File: config.mk
export PLATFORM = sky130hd
export DESIGN_NAME = arbitro_escrita_registradores_flat
export DESIGN_NICKNAME = d
export VERILOG_FILES = /design/src/rtl/arbitro_escrita_registradores_if.sv /design/src/rtl/arbitro_escrita_registradores.sv /design/src/flat_wrapper.sv
export SDC_FILE = /design/constraint.sdc
export NUM_CORES = 1
export LEC_CHECK = 0
export CAP_MARGIN = 5
export CORE_MARGIN = 2
export CORE_UTILIZATION = 55
export CTS_CLUSTER_DIAMETER = 120
export DETAILED_ROUTE_END_ITERATION = 7
export PLACE_DENSITY = 0.9
export SLEW_MARGIN = 20
export SYNTH_ARGS = -nofsm -noshare
export SYNTH_HDL_FRONTEND = slang
export SYNTH_SLANG_ARGS = --single-unit
File: constraint.sdc
create_clock -name Clock -period 4.2 [get_ports Clock]
set_input_delay 0.84 -clock Clock [delete_from_list [all_inputs] [get_ports Clock]]
set_output_delay 0.84 -clock Clock [all_outputs]
set_load 0.01 [all_outputs]
File: src/rtl/arbitro_escrita_registradores_if.sv
// Write-port bus between the register-bank arbiter, the datapath (A),
// the long-latency unit (B) and the register bank.
interface arbitro_escrita_registradores_if #(
    parameter int unsigned PROFUNDIDADE = 4,
    parameter int unsigned LARGURA      = 32
);
    localparam int unsigned OCUP_W = $clog2(PROFUNDIDADE + 1);

    logic               regWriteA;
    logic [4:0]         regEscritaA;
    logic [LARGURA-1:0] DadosEscritaA;
    logic               validB;
    logic               readyB;
    logic [4:0]         regEscritaB;
    logic [LARGURA-1:0] DadosEscritaB;
    logic [4:0]         regLeitura1;
    logic [4:0]         regLeitura2;
    logic               Pendente1;
    logic               Pendente2;
    logic               Parada;
    logic               regWrite;
    logic [4:0]         regEscrita;
    logic [LARGURA-1:0] DadosEscrita;
    logic [OCUP_W-1:0]  Ocupacao;

    modport slave (
        input  regWriteA, regEscritaA, DadosEscritaA,
        input  validB, regEscritaB, DadosEscritaB,
        input  regLeitura1, regLeitura2,
        output readyB, Pendente1, Pendente2, Parada,
        output regWrite, regEscrita, DadosEscrita, Ocupacao
    );

    modport master (
        output regWriteA, regEscritaA, DadosEscritaA,
        output validB, regEscritaB, DadosEscritaB,
        output regLeitura1, regLeitura2,
        input  readyB, Pendente1, Pendente2, Parada,
        input  regWrite, regEscrita, DadosEscrita, Ocupacao
    );
endinterface

File: src/rtl/arbitro_escrita_registradores.sv
// Register-bank write-port arbiter: datapath (A) has priority, B results are
// queued in a small FIFO, drained in idle cycles, with a starvation-forced drain.
module arbitro_escrita_registradores #(
    parameter int unsigned PROFUNDIDADE = 4,
    parameter int unsigned MAX_ESPERA   = 8,
    parameter int unsigned LARGURA      = 32
) (
    input logic                            Clock,
    input logic                            Reset_n,
    arbitro_escrita_registradores_if.slave bus
);
    localparam int unsigned PTR_W  = $clog2(PROFUNDIDADE);
    localparam int unsigned OCUP_W = $clog2(PROFUNDIDADE + 1);
    localparam int unsigned ESP_W  = $clog2(MAX_ESPERA + 1);
    localparam int unsigned REG_W  = 5;

    typedef enum logic [1:0] {
        OCIOSO    = 2'd0,
        ESPERANDO = 2'd1,
        FORCANDO  = 2'd2
    } estado_t;

    estado_t                 r_estado, w_estado_prox;
    logic [PROFUNDIDADE-1:0] r_valido;
    logic [REG_W-1:0]        r_reg   [PROFUNDIDADE];
    logic [LARGURA-1:0]      r_dados [PROFUNDIDADE];
    logic [PTR_W-1:0]        r_ptr_esc, r_ptr_lei;
    logic [OCUP_W-1:0]       r_ocup, w_ocup_prox;
    logic [ESP_W-1:0]        r_espera, w_espera_prox;

    logic               w_a_ativo, w_parada, w_cabeca_valida;
    logic               w_conc_a, w_conc_b, w_ready;
    logic               w_enfileira, w_pop, w_negado, w_mata_push;
    logic               w_pend1, w_pend2;
    logic [REG_W-1:0]   w_reg_banco;
    logic [LARGURA-1:0] w_dados_banco;

    // Grant and FIFO control, all decided from registered state
    assign w_a_ativo       = bus.regWriteA && (bus.regEscritaA != '0);
    assign w_parada        = (r_estado == FORCANDO);
    assign w_cabeca_valida = (r_ocup != '0) && r_valido[r_ptr_lei];
    assign w_conc_a        = !w_parada && w_a_ativo;
    assign w_conc_b        = !w_conc_a && w_cabeca_valida;
    assign w_ready         = (r_ocup != OCUP_W'(PROFUNDIDADE));
    assign w_enfileira     = bus.validB && w_ready && (bus.regEscritaB != '0);
    assign w_pop           = (r_ocup != '0) && (w_conc_b || !r_valido[r_ptr_lei]);
    assign w_negado        = w_cabeca_valida && w_conc_a;
    assign w_mata_push     = w_conc_a && (bus.regEscritaB == bus.regEscritaA);
    assign w_ocup_prox     = r_ocup + OCUP_W'(w_enfileira) - OCUP_W'(w_pop);

    always_comb begin
        w_espera_prox = r_espera;
        if (w_pop) begin
            w_espera_prox = '0;
        end else if (w_negado) begin
            w_espera_prox = r_espera + ESP_W'(1);
        end
    end

    always_comb begin
        w_estado_prox = r_estado;
        case (r_estado)
            OCIOSO: begin
                if (w_ocup_prox != '0) w_estado_prox = ESPERANDO;
            end
            ESPERANDO: begin
                if (w_ocup_prox == '0) begin
                    w_estado_prox = OCIOSO;
                end else if (w_espera_prox == ESP_W'(MAX_ESPERA)) begin
                    w_estado_prox = FORCANDO;
                end
            end
            FORCANDO: begin
                w_estado_prox = (w_ocup_prox != '0) ? ESPERANDO : OCIOSO;
            end
            default: w_estado_prox = OCIOSO;
        endcase
    end

    always_ff @(posedge Clock or negedge Reset_n) begin
        if (!Reset_n) begin
            r_estado <= OCIOSO;
            r_espera <= '0;
        end else begin
            r_estado <= w_estado_prox;
            r_espera <= w_espera_prox;
        end
    end

    // Valid bits and pointers; an A write kills any older queued copy of the same register
    always_ff @(posedge Clock or negedge Reset_n) begin
        if (!Reset_n) begin
            r_valido  <= '0;
            r_ptr_esc <= '0;
            r_ptr_lei <= '0;
            r_ocup    <= '0;
        end else begin
            for (int i = 0; i < int'(PROFUNDIDADE); i++) begin
                if (w_conc_a && (r_reg[i] == bus.regEscritaA)) r_valido[i] <= 1'b0;
            end
            if (w_pop) begin
                r_valido[r_ptr_lei] <= 1'b0;
                r_ptr_lei           <= r_ptr_lei + PTR_W'(1);
            end
            if (w_enfileira) begin
                r_valido[r_ptr_esc] <= !w_mata_push;
                r_ptr_esc           <= r_ptr_esc + PTR_W'(1);
            end
            r_ocup <= w_ocup_prox;
        end
    end

    always_ff @(posedge Clock) begin
        if (w_enfileira) begin
            r_reg[r_ptr_esc]   <= bus.regEscritaB;
            r_dados[r_ptr_esc] <= bus.DadosEscritaB;
        end
    end

    always_comb begin
        w_pend1 = 1'b0;
        w_pend2 = 1'b0;
        for (int i = 0; i < int'(PROFUNDIDADE); i++) begin
            if (r_valido[i] && (r_reg[i] == bus.regLeitura1)) w_pend1 = 1'b1;
            if (r_valido[i] && (r_reg[i] == bus.regLeitura2)) w_pend2 = 1'b1;
        end
        if (bus.regLeitura1 == '0) w_pend1 = 1'b0;
        if (bus.regLeitura2 == '0) w_pend2 = 1'b0;
    end

    always_comb begin
        w_reg_banco   = '0;
        w_dados_banco = '0;
        if (w_conc_a) begin
            w_reg_banco   = bus.regEscritaA;
            w_dados_banco = bus.DadosEscritaA;
        end else if (w_conc_b) begin
            w_reg_banco   = r_reg[r_ptr_lei];
            w_dados_banco = r_dados[r_ptr_lei];
        end
    end

    assign bus.readyB       = w_ready;
    assign bus.Parada       = w_parada;
    assign bus.Pendente1    = w_pend1;
    assign bus.Pendente2    = w_pend2;
    assign bus.regWrite     = w_conc_a || w_conc_b;
    assign bus.regEscrita   = w_reg_banco;
    assign bus.DadosEscrita = w_dados_banco;
    assign bus.Ocupacao     = r_ocup;
endmodule

File: src/flat_wrapper.sv
// flat-port wrapper written by rule: the top's interface ports become plain ports
module arbitro_escrita_registradores_flat 
#(
    parameter int unsigned PROFUNDIDADE = 4,
    parameter int unsigned MAX_ESPERA   = 8,
    parameter int unsigned LARGURA      = 32
)
  (Clock, Reset_n, bus_regWriteA, bus_regEscritaA, bus_DadosEscritaA, bus_validB, bus_regEscritaB, bus_DadosEscritaB, bus_regLeitura1, bus_regLeitura2, bus_readyB, bus_Pendente1, bus_Pendente2, bus_Parada, bus_regWrite, bus_regEscrita, bus_DadosEscrita, bus_Ocupacao);
  arbitro_escrita_registradores_if #(.PROFUNDIDADE(PROFUNDIDADE), .LARGURA(LARGURA)) bus_i ();
  input logic Clock;
  input logic Reset_n;
  input wire logic [$bits(bus_i.regWriteA)-1:0] bus_regWriteA;
  input wire logic [$bits(bus_i.regEscritaA)-1:0] bus_regEscritaA;
  input wire logic [$bits(bus_i.DadosEscritaA)-1:0] bus_DadosEscritaA;
  input wire logic [$bits(bus_i.validB)-1:0] bus_validB;
  input wire logic [$bits(bus_i.regEscritaB)-1:0] bus_regEscritaB;
  input wire logic [$bits(bus_i.DadosEscritaB)-1:0] bus_DadosEscritaB;
  input wire logic [$bits(bus_i.regLeitura1)-1:0] bus_regLeitura1;
  input wire logic [$bits(bus_i.regLeitura2)-1:0] bus_regLeitura2;
  output wire logic [$bits(bus_i.readyB)-1:0] bus_readyB;
  output wire logic [$bits(bus_i.Pendente1)-1:0] bus_Pendente1;
  output wire logic [$bits(bus_i.Pendente2)-1:0] bus_Pendente2;
  output wire logic [$bits(bus_i.Parada)-1:0] bus_Parada;
  output wire logic [$bits(bus_i.regWrite)-1:0] bus_regWrite;
  output wire logic [$bits(bus_i.regEscrita)-1:0] bus_regEscrita;
  output wire logic [$bits(bus_i.DadosEscrita)-1:0] bus_DadosEscrita;
  output wire logic [$bits(bus_i.Ocupacao)-1:0] bus_Ocupacao;
  assign bus_i.regWriteA = bus_regWriteA;
  assign bus_i.regEscritaA = bus_regEscritaA;
  assign bus_i.DadosEscritaA = bus_DadosEscritaA;
  assign bus_i.validB = bus_validB;
  assign bus_i.regEscritaB = bus_regEscritaB;
  assign bus_i.DadosEscritaB = bus_DadosEscritaB;
  assign bus_i.regLeitura1 = bus_regLeitura1;
  assign bus_i.regLeitura2 = bus_regLeitura2;
  assign bus_readyB = bus_i.readyB;
  assign bus_Pendente1 = bus_i.Pendente1;
  assign bus_Pendente2 = bus_i.Pendente2;
  assign bus_Parada = bus_i.Parada;
  assign bus_regWrite = bus_i.regWrite;
  assign bus_regEscrita = bus_i.regEscrita;
  assign bus_DadosEscrita = bus_i.DadosEscrita;
  assign bus_Ocupacao = bus_i.Ocupacao;
  arbitro_escrita_registradores #(.PROFUNDIDADE(PROFUNDIDADE), .MAX_ESPERA(MAX_ESPERA), .LARGURA(LARGURA)) u_core (.Clock(Clock), .Reset_n(Reset_n), .bus(bus_i));
endmodule
======== Word-level counts from Yosys, hierarchy flattened ========
Memory sizes are Yosys's and may differ from the RTL's.
Cells that the tools add are included.
word-level totals
  register bits ........................... 17
  RAM bits ................................ 148
  bits of input ports ..................... 88
  output and inout port bits .............. 45
  word-level logic and storage cells ...... 112
  memories ................................ 2
memories
  memory          depth  bits a word  read ports  clocked after memory_dff  write ports  line                                 RTL
  u_core.r_dados  4      32           1           0                         1            arbitro_escrita_registradores.sv:26  logic [LARGURA-1:0] r_dados [PROFUNDIDADE];
  u_core.r_reg    4      5            5           0                         1            arbitro_escrita_registradores.sv:25  logic [REG_W-1:0] r_reg [PROFUNDIDADE];
operators by class
  bitwise gates (word level) .............. 2
  equality and inequality tests ........... 19
  $lt $le $gt $ge ......................... 4
  add/sub/neg operators ................... 5
  reductions and logical operators ........ 38
  mux-type cells .......................... 36
operators with widths
  kind                 number
  $eq 5x5->1           13
  $mux 32              2
  $logic_and 1x1->1    23
  $mux 1               20
  $mux 4               4
  $logic_not 5->1      2
  $mux 5               2
  $reduce_bool 5->1    2
  $lt 2x3->1 const B   2
  $mux 2               3
  $pmux 2 s3           1
  $reduce_bool 3->1    2
  $add 2x1->2 const B  2
  $add 4x1->4 const B  1
  $and 4x4->4          1
  $bwmux 4             1
  $demux 1 s2          2
  $eq 4x4->1 const B   1
  $ge 2x1->1 const B   2
  $logic_not 1->1      4
  $not 4->4            1
  $add 3x1->3          1
  $logic_not 3->1      1
  $ne 3x1->1 const B   1
  9 further kinds      10

======== Longest topological paths before layout ========
  word-level depth ........................ 12
  depth in mapped cells ................... 13
  gate-level depth less buffers ........... 11

======== Worst setup path after synthesis ========
OpenSTA, ideal clock, no wires.
  path type ............................... input to register
  start point ............................. input bus_regEscritaA[2]
  end point ............................... register u_core.r_estado[1]
  setup time .............................. 0.120 ns
  cell stages on the path ................. 12
  buffers on the path ..................... 2
  data required time ...................... 4.080 ns
  path slack .............................. 0.726 ns
  data arrival time ....................... 3.355 ns
  path through ............................ buf_4 > or4_4 > o2111a_1 > nor2_1 > buf_2 > ha_1 > inv_1 > ha_1 > fa_1 > nor3_1 > nor3b_1 > and3_1
between the ends
  longest elaborated chain between the ends .. 11
  elaborated cells between the ends (all ways) .. 19
  those cells by class .................... 1 x add/sub; 3 x eq/ne; 4 x mux; 11 x reduce/logical
ends and longest elaborated chain
  what                                                  line                                                                      RTL
  start: declaration                                    flat_wrapper.sv:13                                                        input wire logic [$bits(bus_i.regEscritaA)-1:0] bus_regEscritaA;
  $reduce_bool 5->1 *                                   arbitro_escrita_registradores.sv:39                                       assign w_a_ativo = bus.regWriteA && (bus.regEscritaA != '0);
  $logic_and 1x1->1 *                                   arbitro_escrita_registradores.sv:39
  $logic_and 1x1->1 *                                   arbitro_escrita_registradores.sv:42                                       assign w_conc_a = !w_parada && w_a_ativo;
  $logic_not 1->1 *                                     arbitro_escrita_registradores.sv:43                                       assign w_conc_b = !w_conc_a && w_cabeca_valida;
  $logic_and 1x1->1 *                                   arbitro_escrita_registradores.sv:43
  $logic_or 1x1->1 *                                    arbitro_escrita_registradores.sv:46                                       assign w_pop = (r_ocup != '0) && (w_conc_b || !r_valido[r_ptr_lei]);
  $logic_and 1x1->1 *                                   arbitro_escrita_registradores.sv:46
  $sub 3x1->3 *                                         arbitro_escrita_registradores.sv:49                                       assign w_ocup_prox = r_ocup + OCUP_W'(w_enfileira) - OCUP_W'(w_pop);
  net u_core.w_ocup_prox[1]                             arbitro_escrita_registradores.sv:28                                       logic [OCUP_W-1:0] r_ocup, w_ocup_prox;
  $logic_not 3->1 or $reduce_bool 3->1 (tied branches)  arbitro_escrita_registradores.sv:67, arbitro_escrita_registradores.sv:64
  $mux 2, or another cell as far along                  arbitro_escrita_registradores.sv:67                                       if (w_ocup_prox == '0) begin
  $pmux 2 s3 or $reduce_and 2->1 (tied branches)        --
  end signal: assignment                                arbitro_escrita_registradores.sv:85                                       r_estado <= w_estado_prox;
  end: declaration                                      arbitro_escrita_registradores.sv:23                                       estado_t r_estado, w_estado_prox;
Mark *: on every way through the listed nets, which the timed path passes. The rest lies on a longest branch.
A chain may end at the register's enable or synchronous reset.

======== Worst setup path in the final report ========
  start point ............................. input bus_regEscritaA[1]
  end point ............................... output bus_DadosEscrita[4]
between the ends
  longest elaborated chain between the ends .. 7
ends and longest elaborated chain
  what                 line                                  RTL
  $reduce_bool 5->1 *  arbitro_escrita_registradores.sv:39
  $logic_and 1x1->1 *  arbitro_escrita_registradores.sv:39
  $logic_and 1x1->1 *  arbitro_escrita_registradores.sv:42
  $logic_not 1->1      arbitro_escrita_registradores.sv:43
  $logic_and 1x1->1    arbitro_escrita_registradores.sv:43
  $mux 32              arbitro_escrita_registradores.sv:137  end else if (w_conc_b) begin
  $mux 32 *            arbitro_escrita_registradores.sv:134  if (w_conc_a) begin
  end: declaration     flat_wrapper.sv:26                    output wire logic [$bits(bus_i.DadosEscrita)-1:0] bus_DadosEscrita;
Every way passes the cells marked *; elsewhere a longest branch is shown, timed or not.

==> reports/results.ini <==
[floorplanning]
die-area_um2 = 14730
start_util_pct = 56.78
core_um2 = 13350
die_w_um = 121.4
ios = 133
fp.dieH_um = 121.4
std_cell_rows = 42

[power_and_ir_drop]
combPwrFrac_pct = 34.5
pwr-share-seq_pct = 39.9
switching_power_mw = 1.875
clkPwrFrac_pct = 25.6
peakVddDrop_mv = 0.4369
power.density_nw_per_um2 = 616.1
sw_frac_of_total_pct = 31.52
p_int_mw = 4.074
p_leak_nw = 3.373

[synth]
yosys.cell_types.count = 41
synth.ff_latch_count = 165
syn-mean-instance-area_um2 = 16.69
synth.largest_area_cell = edfxtp_1
syn-cell-area_um2 = 7579
synth_nets = 554
netlist_instances = 454
synth_seq_area_share_pct = 64.26
synth_top_area_share_pct = 58.64
yosys-top-cells-area = edfxtp_1 59%, mux4_2 11%, dfrtp_1 5.6%, xor2_1 5.1%, a22o_1 4.3%
ys_warn_count = 0

[clock_tree]
htree_levels = 4
clock_latency_ps = 430
cts-root-buf = clkbuf_16
cts.clk_slew.worst_paths_ps = 60
cts_hold_buf = 0
clock_sinks = 165
cts_buffer_depth = 2
cts_resized = 0
cts_tree = built
post-cts-setup-buffer-count = 0
numCtsBuffers = 17

[sta]
setup_tns_ps = 0
max_freq_ghz = 0.2445
finalCritPeriodShare_pct = 97.38
period_minus_slack_ps = 4090
clock_skew_ps = 6.365
drv_slew = 0
relSlewSlack_pct = 36.07
hold_viol_final = 0
worst_pin_slew_ps = 958.9
holdWs_ps = 486.9
setup_viol_count_final = 0
grt_setup_unrepaired = no

[detailed_routing]
ant_nets = 0
drtIter0Drc = 356
drc = 0
dr.pass1.iters = 5
finalWirelength_um = 18430
via_count = 4727
wire_per_inst_um = 23.81
vias_per_cell = 6.107

[global_route]
overflow = 0
grt_pass1_vias = 5039
grt_max_degree = 41
grt_use_total_pct = 26.43
antenna_found_initial = 0
grt_pass1_wl_um = 28390

[worst_setup_path]
r2r-end = u_core.r_estado[1]$_DFFE_PN0P_
worst_path_dominant_cell_family = buffers and inverters
crit_path_top_delay_cell = or4_4
reg2reg_slack_ps = 1300
end_kind = output pin
path_max_fanout = 34
crit_start = bus_regEscritaA[1]
critPathKind = in -> out
r2r-start = u_core.r_valido[2]$_DFF_PN0_
path_common_cell = clkdlybuf4s50_1
crit_chain = clkdlybuf4s50_1 > or4_4 > o211a_1 > buf_4 > a22o_1 > clkdlybuf4s50_1
cp_num_cells = 6
worstSetupStartpointType = primary input
required_ps = 3360
slowest_delay_ps = 560
cp_num_buf_inv = 3
arrival_ps = 3250
rr_worst_depth = 10

[finish]
drive_gt1_share_pct = 15.05
largest_register_ffs = 128
nets = 685
stdcell_count = 774
antenna_cells = 0
utilization_pct = 72.35
finish.instance_area_um2 = 9657
final_cell_mix = 148 x edfxtp_1, 132 x clkdlybuf4s50_1, 44 x xor2_1
synthToLayoutAreaGrowth_pct = 27.42
final_common_cell = edfxtp_1

[placement]
io_buffers = 132
dpl.cell_count = 742
dpl_cell_area_um2 = 9080
place_congestion = 0.9448
dp_hpwl_um = 11630

[hold_path]
holdPathStages = 1
hp-class = reg -> reg
hold_start = u_core.r_estado[0]$_DFFE_PN0P_
holdPathEnd = u_core.r_estado[0]$_DFFE_PN0P_

[status]
status = finished, final reports clean

[flow_run]
max-cap-violations = 0

-- through the flow --
step	setup slack [ps]	power, mW
6_report	110.2	5.950
2_1_floorplan	725.8	3.649
5_1_grt	69.54	6.212
3_3_place_gp	180.6	4.359
4_1_cts	96.67	5.976
3_5_place_dp	117.8	4.442
-- layer usage --
layer  vias to the layer above  share of wire, %  track usage, %
met5                         -                 0               0
met4                         0               2.7           11.35
met3                        44               8.1           5.921
met2                       237                51           43.33
met1                      2388                38           34.25
li1                       2058                 -               -
-- Yosys cell counts --
master / instances
edfxtp_1: 148
xor2_1: 44
mux4_2: 38
a22o_1: 37
xnor2_1: 26
clkbuf_1: 20
dfrtp_1: 17
nand3_1: 15
inv_1: 13
nand2_1: 13
ha_1: 11
nor4_1: 9
o21ai_0: 8
buf_4: 5
a221o_1: 4
and2_1: 4
nor3_1: 4
o41ai_1: 4
buf_2: 3
nor2_1: 3
or4_1: 3
buf_1: 2
buf_6: 2
nand4_1: 2
o211a_1: 2
o21a_1: 2
a211o_1: 1
a21o_1: 1
a21oi_1: 1
a221oi_2: 1
a31oi_1: 1
and3_1: 1
and3_4: 1
fa_1: 1
nand2b_1: 1
nor2_8: 1
nor3b_1: 1
o2111a_1: 1
o211ai_1: 1
or3_1: 1
or4_4: 1
-- worst max-delay path by stage --
stage | endpoint | slack, ps
CTS | bus_DadosEscrita[4] | 100
detailed placement | bus_DadosEscrita[25] | 120
finish | bus_DadosEscrita[4] | 110
global route | bus_DadosEscrita[4] | 70
global placement | bus_DadosEscrita[0] | 180
floorplan | u_core.r_estado[1]$_DFFE_PN0P_ | 730
-- power by group through the flow --
stage / Clock, mW / Combinational, mW / Sequential (mW)
2_1_floorplan: 0 / 1.33 / 2.32
3_3_place_gp: 0 / 1.99 / 2.37
3_5_place_dp: 0 / 2.04 / 2.40
4_1_cts: 1.54 / 2.07 / 2.37
5_1_grt: 1.60 / 2.21 / 2.40
6_report: 1.52 / 2.05 / 2.38
-- layout make-up --
class / instances / area [um2]
flip-flops and latches: 165 / 4872
fillers: 844 / 3691
multi-input cells: 244 / 2502
repair buffers: 144 / 1436
clock buffers: 17 / 425.4
well taps: 176 / 220.2
clock inverters: 15 / 151.4
inverters: 13 / 48.80
-- cells by family after synthesis --
group           count (synthesis)  share of synthesized area (%)
compound gates                 64                          7.066
xor+xnor                       70                          8.090
fa+ha+maj                      12                          2.080
buf+inv                        45                          2.724
flops                         165                          64.26
mux                            38                          11.29
simple gates                   60                          4.491
Power figures use the tool's default switching activity.
